### src/rtl/alu_arb_pkg.sv
// Arbiter-local types and sizes: FSM state encoding, requester count, counter width.
package alu_arb_pkg;

    localparam int unsigned NUM_REQ    = 2;
    localparam int unsigned PERF_CNT_W = 32;

    typedef enum logic [1:0] {
        ST_IDLE = 2'd0,
        ST_EXEC = 2'd1,
        ST_RESP = 2'd2
    } arb_state_e;

endpackage

### src/rtl/alu_defs_pkg.sv
// Shared ALU definitions: default datapath widths and the opcode encoding.
// Opcodes pass through the arbiter untouched; only the external ALU decodes them.
package alu_defs_pkg;

    localparam int unsigned XLEN         = 32;
    localparam int unsigned ALU_OP_WIDTH = 4;

    localparam logic [ALU_OP_WIDTH-1:0] ALU_ADD  = 4'd0;
    localparam logic [ALU_OP_WIDTH-1:0] ALU_SUB  = 4'd1;
    localparam logic [ALU_OP_WIDTH-1:0] ALU_AND  = 4'd2;
    localparam logic [ALU_OP_WIDTH-1:0] ALU_OR   = 4'd3;
    localparam logic [ALU_OP_WIDTH-1:0] ALU_XOR  = 4'd4;
    localparam logic [ALU_OP_WIDTH-1:0] ALU_SLT  = 4'd5;
    localparam logic [ALU_OP_WIDTH-1:0] ALU_SLTU = 4'd6;
    localparam logic [ALU_OP_WIDTH-1:0] ALU_SLL  = 4'd7;
    localparam logic [ALU_OP_WIDTH-1:0] ALU_SRL  = 4'd8;
    localparam logic [ALU_OP_WIDTH-1:0] ALU_SRA  = 4'd9;

endpackage

### src/rtl/rr_pick2.sv
// Two-way round-robin grant selector (purely combinational).
// Ports:
//   valid      in  2  request valid per requester
//   last_grant in  1  requester served most recently
//   grant      out 1  selected requester (meaningful only when valid != 0)
module rr_pick2
    import alu_arb_pkg::*;
(
    input  logic [NUM_REQ-1:0] valid,
    input  logic               last_grant,
    output logic               grant
);

    // On a tie the requester not served last wins; otherwise the lone valid one.
    always_comb begin
        grant = valid[1];
        if (valid[0] && valid[1]) begin
            grant = ~last_grant;
        end
    end

endmodule

### src/rtl/alu_arbiter.sv
// Two-requester arbiter in front of a single shared external ALU.
// One operation in flight: IDLE (arbitrate/accept) -> EXEC (ALU evaluates)
// -> RESP (hold result until the granted requester consumes it).
// Ports:
//   clk, rst_n                      clock, async active-low reset
//   req_valid/req_ready [2]         request handshake per requester
//   req_src1_i/req_src2_i/req_op_i  operands and opcode of requester i
//   rsp_valid [2], rsp_ready [2]    response handshake per requester
//   rsp_result, rsp_zero            shared response payload
//   alu_src1/alu_src2/alu_op        operands to the external ALU (held when idle)
//   alu_result, alu_zero            external ALU outputs
//   perf_ops_0/1, perf_stall        saturating counters, only with ALU_ARB_PERF_EN
// Optional feature macro: ALU_ARB_PERF_EN
module alu_arbiter
    import alu_arb_pkg::*;
#(
    parameter int unsigned XLEN         = alu_defs_pkg::XLEN,
    parameter int unsigned ALU_OP_WIDTH = alu_defs_pkg::ALU_OP_WIDTH
)(
    input  logic                    clk,
    input  logic                    rst_n,
    input  logic [NUM_REQ-1:0]      req_valid,
    output logic [NUM_REQ-1:0]      req_ready,
    input  logic [XLEN-1:0]         req_src1_0,
    input  logic [XLEN-1:0]         req_src2_0,
    input  logic [ALU_OP_WIDTH-1:0] req_op_0,
    input  logic [XLEN-1:0]         req_src1_1,
    input  logic [XLEN-1:0]         req_src2_1,
    input  logic [ALU_OP_WIDTH-1:0] req_op_1,
    output logic [NUM_REQ-1:0]      rsp_valid,
    input  logic [NUM_REQ-1:0]      rsp_ready,
    output logic [XLEN-1:0]         rsp_result,
    output logic                    rsp_zero,
`ifdef ALU_ARB_PERF_EN
    output logic [PERF_CNT_W-1:0]   perf_ops_0,
    output logic [PERF_CNT_W-1:0]   perf_ops_1,
    output logic [PERF_CNT_W-1:0]   perf_stall,
`endif
    output logic [XLEN-1:0]         alu_src1,
    output logic [XLEN-1:0]         alu_src2,
    output logic [ALU_OP_WIDTH-1:0] alu_op,
    input  logic [XLEN-1:0]         alu_result,
    input  logic                    alu_zero
);

    arb_state_e              state_q, state_d;
    logic                    last_grant_q, last_grant_d;
    logic                    grant_q, grant_d;
    logic [XLEN-1:0]         src1_q, src1_d;
    logic [XLEN-1:0]         src2_q, src2_d;
    logic [ALU_OP_WIDTH-1:0] op_q, op_d;
    logic [XLEN-1:0]         rsp_result_q, rsp_result_d;
    logic                    rsp_zero_q, rsp_zero_d;

    logic                    pick_c;
    logic [NUM_REQ-1:0]      req_ready_c;
    logic [NUM_REQ-1:0]      rsp_valid_c;
    logic                    req_hs_c;
    logic                    rsp_hs_c;

    rr_pick2 u_pick (
        .valid      (req_valid),
        .last_grant (last_grant_q),
        .grant      (pick_c)
    );

    // Next-state, capture and handshake decode.
    always_comb begin
        state_d      = state_q;
        last_grant_d = last_grant_q;
        grant_d      = grant_q;
        src1_d       = src1_q;
        src2_d       = src2_q;
        op_d         = op_q;
        rsp_result_d = rsp_result_q;
        rsp_zero_d   = rsp_zero_q;
        req_ready_c  = '0;
        rsp_valid_c  = '0;
        req_hs_c     = 1'b0;
        rsp_hs_c     = 1'b0;

        unique case (state_q)
            ST_IDLE: begin
                if (req_valid[pick_c]) begin
                    req_ready_c[pick_c] = 1'b1;
                    req_hs_c            = 1'b1;
                    grant_d             = pick_c;
                    last_grant_d        = pick_c;
                    src1_d              = pick_c ? req_src1_1 : req_src1_0;
                    src2_d              = pick_c ? req_src2_1 : req_src2_0;
                    op_d                = pick_c ? req_op_1   : req_op_0;
                    state_d             = ST_EXEC;
                end
            end
            ST_EXEC: begin
                rsp_result_d = alu_result;
                rsp_zero_d   = alu_zero;
                state_d      = ST_RESP;
            end
            ST_RESP: begin
                rsp_valid_c[grant_q] = 1'b1;
                if (rsp_ready[grant_q]) begin
                    rsp_hs_c = 1'b1;
                    state_d  = ST_IDLE;
                end
            end
            default: state_d = ST_IDLE;
        endcase
    end

    always_ff @(posedge clk or negedge rst_n) begin
        if (!rst_n) begin
            state_q      <= ST_IDLE;
            last_grant_q <= 1'b1;
            grant_q      <= 1'b0;
            src1_q       <= '0;
            src2_q       <= '0;
            op_q         <= '0;
            rsp_result_q <= '0;
            rsp_zero_q   <= 1'b0;
        end else begin
            state_q      <= state_d;
            last_grant_q <= last_grant_d;
            grant_q      <= grant_d;
            src1_q       <= src1_d;
            src2_q       <= src2_d;
            op_q         <= op_d;
            rsp_result_q <= rsp_result_d;
            rsp_zero_q   <= rsp_zero_d;
        end
    end

    // req_ready is a same-cycle accept, so it must also be forced low while in reset.
    assign req_ready  = req_ready_c & {NUM_REQ{rst_n}};
    assign rsp_valid  = rsp_valid_c;
    assign rsp_result = rsp_result_q;
    assign rsp_zero   = rsp_zero_q;
    // ALU operands come straight from the capture registers, so they only move on accept.
    assign alu_src1   = src1_q;
    assign alu_src2   = src2_q;
    assign alu_op     = op_q;

`ifdef ALU_ARB_PERF_EN
    logic [PERF_CNT_W-1:0] ops0_q, ops0_d;
    logic [PERF_CNT_W-1:0] ops1_q, ops1_d;
    logic [PERF_CNT_W-1:0] stall_q, stall_d;

    // Saturating event counters.
    always_comb begin
        ops0_d  = ops0_q;
        ops1_d  = ops1_q;
        stall_d = stall_q;
        if (rsp_hs_c && !grant_q && (ops0_q != '1)) begin
            ops0_d = ops0_q + PERF_CNT_W'(1);
        end
        if (rsp_hs_c && grant_q && (ops1_q != '1)) begin
            ops1_d = ops1_q + PERF_CNT_W'(1);
        end
        if ((req_valid != '0) && !req_hs_c && (stall_q != '1)) begin
            stall_d = stall_q + PERF_CNT_W'(1);
        end
    end

    always_ff @(posedge clk or negedge rst_n) begin
        if (!rst_n) begin
            ops0_q  <= '0;
            ops1_q  <= '0;
            stall_q <= '0;
        end else begin
            ops0_q  <= ops0_d;
            ops1_q  <= ops1_d;
            stall_q <= stall_d;
        end
    end

    assign perf_ops_0 = ops0_q;
    assign perf_ops_1 = ops1_q;
    assign perf_stall = stall_q;
`else
    // Counters compiled out; the handshake strobes have no other consumer.
    logic unused_c;
    assign unused_c = req_hs_c ^ rsp_hs_c;
`endif

endmodule
### config.mk
export PLATFORM = sky130hd
export DESIGN_NAME = alu_arbiter
export DESIGN_NICKNAME = d
export VERILOG_FILES = /design/src/rtl/alu_arb_pkg.sv /design/src/rtl/alu_defs_pkg.sv /design/src/rtl/rr_pick2.sv /design/src/rtl/alu_arbiter.sv
export SDC_FILE = /design/constraint.sdc
export NUM_CORES = 1
export LEC_CHECK = 0
export CAP_MARGIN = 20
export CORE_MARGIN = 5
export CORE_UTILIZATION = 40
export CTS_CLUSTER_SIZE = 25
export DETAILED_ROUTE_END_ITERATION = 16
export PLACE_DENSITY = 0.95
export SYNTH_ARGS = -nofsm -noshare
export SYNTH_HDL_FRONTEND = slang
export SYNTH_SLANG_ARGS = --single-unit
### constraint.sdc
create_clock -name clk -period 3.1 [get_ports clk]
set_input_delay 0.465 -clock clk [delete_from_list [all_inputs] [get_ports clk]]
set_output_delay 0.465 -clock clk [all_outputs]
set_load 0.03 [all_outputs]
==> qor.csv <==
metric,value,unit
synth_edf_count,0,
cts_tree,done,
cts_max_path_buffers,2,
cts.sinks,105,
vdd_drop_max,0.661,mV
cp-start-kind,input pin,
grt_pass1_vias,4524,
synthesis.nets,541,
dieWidth,116,um
cp_max_fo,26,
clockRootBuffer,clkbuf_8,
yosysMostFrequentCell,dfrtp_1,
synth_top_cells_by_count,"104 x dfrtp_1, 50 x and3_1, 49 x a221o_1",
comb_power_share,59.2,%
ys_ff_latch,105,
internal-power,4.48,mW
yosysTopAreaCellShare,58.1,%
grt_max_degree,83,
r2r-end,alu_src1[13]$_DFFE_PN0P_,
drt_iter0_markers,351,
finalSetupTns,0,ns
firstDrtPassIters,4,
clk_latency,0.35,ns
num_rows,38,
nFillCells,764,
slowest_stage,clkdlybuf4s50_1,
cp.required,2.63,ns
antennaDiodeCount,0,
p_leak,3.26,nW
power_density,1060,mW/mm^2
fin_crit,2.78,ns
core_area,0.0109,sq mm
syn-cell-area,0.00448,sq mm
synth_flop_cell,dfrtp_1,
ys_types,26,
netlist_top_cells_area,"dfrtp_1 58%, a221o_1 11%, mux2_1 7.0%",
slew_viol_final,0,
synth-seq-area-share,58.7,%
cts_setup_buffers,0,
fin_worst_skew,0.0127,ns
start_util,41.2,%
path_clk_slew,0.09,ns
maxCapViolations,0,
via_per_inst,5.39,
crit_buf_inv,3,
path_cells,dlygate4sd3_1 > buf_4 > and3_1 > clkdlybuf4s50_1,
crit_arrival,2.32,ns
r2r-start,state_q[0]$_DFFE_PN0P_,
area_delta_synth_final,68.2,%
die_h,116,um
p_seq_share,31.3,%
port_buffers,279,
sw_frac_of_total,43.8,%
post_cts_resize_count,0,
h-tree-depth,3,
yosys.area.top_type,dfrtp_1,
die-area,0.0134,sq mm
avgSynthCellArea,12.2,sq um
placedCellCount,759,
rsz0062_at_grt,no,
drt-wirelength-per-cell,20.1,um
fin_crit_sh,89.8,%
min_delay_path_depth,1,
crit_path_max_incr_delay,0.75,ns
fmax,359,MHz
synthCells,366,
min_to,rsp_result[9]$_DFFE_PN0N_,
holdCritStartpoint,rsp_result[9]$_DFFE_PN0N_,
p_clk_share,9.5,%
cp-end-kind,primary output,
drc,0,
drive_gt1_share,6.12,%
status,completed,
synthArstFlopShare,100,%
maxSlewHeadroom,58.6,%
cts_hold_buf,1,
layoutNonFillerInstCount,777,
p_switching,3.50,mW
wl,15600,um
final_hold_viol_count,0,
yosys_warnings,0,
gr-total-overflow,0,
crit_family,buffers and inverters,
fin_util,69.2,%
seq_area,0.00263,sq mm
pin_count,280,
vias,4188,
setup_viol,0,
cts_made_buffers,9,
antenna_found_initial,0,
grt_usage,23.0,%
gp_congestion,0.861,
grt_pass1_wl,23900,um
ant_nets,0,
path_class,in -> out,
nets,807,
ff2ff_path_depth,5,
dp_hpwl,11900,um
worstMarginPinSlew,0.621,ns
multi_input_area,0.00166,sq mm
ff2ff_setup_slack,0.93,ns
hold_path_class,reg -> reg,
-- metal layers --
metal / track usage (%) / vias up / share of wire, %
met2: 41.0 / 238 / 51
met3: 6.48 / 35 / 9.5
met1: 26.0 / 2014 / 37
met4: 8.82 / 0 / 3.0
met5: 0 / - / 0
li1: - / 1901 / -
-- cell usage in the layout, fill, tap and decap left out, types with 2 or more instances in the layout --
cell	netlist	final
a21oi_1	19	19
clkbuf_1	10	2
nand2_1	39	38
nor2_1	2	2
dfrtp_1	104	104
nand2b_1	2	2
clkbuf_8	0	10
and3_1	50	50
a31oi_1	19	19
inv_1	2	2
a221o_1	49	49
clkinv_2	0	2
buf_4	0	11
mux2_1	28	28
clkdlybuf4s50_1	0	277
mux2_2	6	6
-- metrics by stage --
step	cell area [sq um]	total power, mW	hold WS [ns]	setup slack (ns)
6_report	7540	7.98	0.497	0.317
5_1_grt	7540	8.41	0.522	0.191
4_1_cts	7510	8.05	0.502	0.285
3_5_place_dp	7330	7.26	0.389	0.484
3_3_place_gp	7330	7.09	0.384	0.546
2_1_floorplan	4480	5.21	0.169	1.25
-- sequential cells by signal, summed over array words and instances (netlist names) --
| name | flops |
|---|---|
| state_q | 2 |
| grant_q | 1 |
| alu_src2 | 32 |
| alu_src1 | 32 |
| rsp_result | 32 |
| alu_op | 4 |
| last_grant_q | 1 |
| rsp_zero | 1 |
-- layout make-up --
class                           count  area share (%)
Clock inverter                      4           0.365
Sequential cell                   105            34.9
Timing Repair Buffer              290            38.4
Multi-Input combinational cell    224            22.0
Clock buffer                       12            1.93
Inverter                            2          0.0996
Tap cell                          140            2.32
-- power groups by stage --
stage	Combinational (mW)	Sequential, mW	Clock (mW)
after floorplan	1.44	3.78	0
final	4.72	2.50	0.760
after global placement	4.62	2.47	0
after CTS	4.76	2.50	0.785
after global routing	4.98	2.59	0.843
after detailed placement	4.76	2.51	0
-- how the worst max path moves through the flow --
stage	from	end	slack (ns)	depth (start not counted)
3_5_place_dp	req_valid[0]	req_ready[0]	0.48	5
2_1_floorplan	req_valid[1]	req_ready[1]	1.25	4
4_1_cts	rst_n	req_ready[1]	0.29	4
6_report	rst_n	req_ready[1]	0.32	4
5_1_grt	rst_n	req_ready[1]	0.19	4
3_3_place_gp	req_valid[0]	req_ready[0]	0.55	5
-- cell families after synthesis --
kind of cell	Yosys count	synth area share [%]
buffers and inverters	37	4.52
multiplexers	34	8.54
flip-flops	105	58.7
AND/OR/NAND/NOR	98	11.6
AO/OA/AOI/OAI	92	16.6
(Power assumes the default switching activity.)
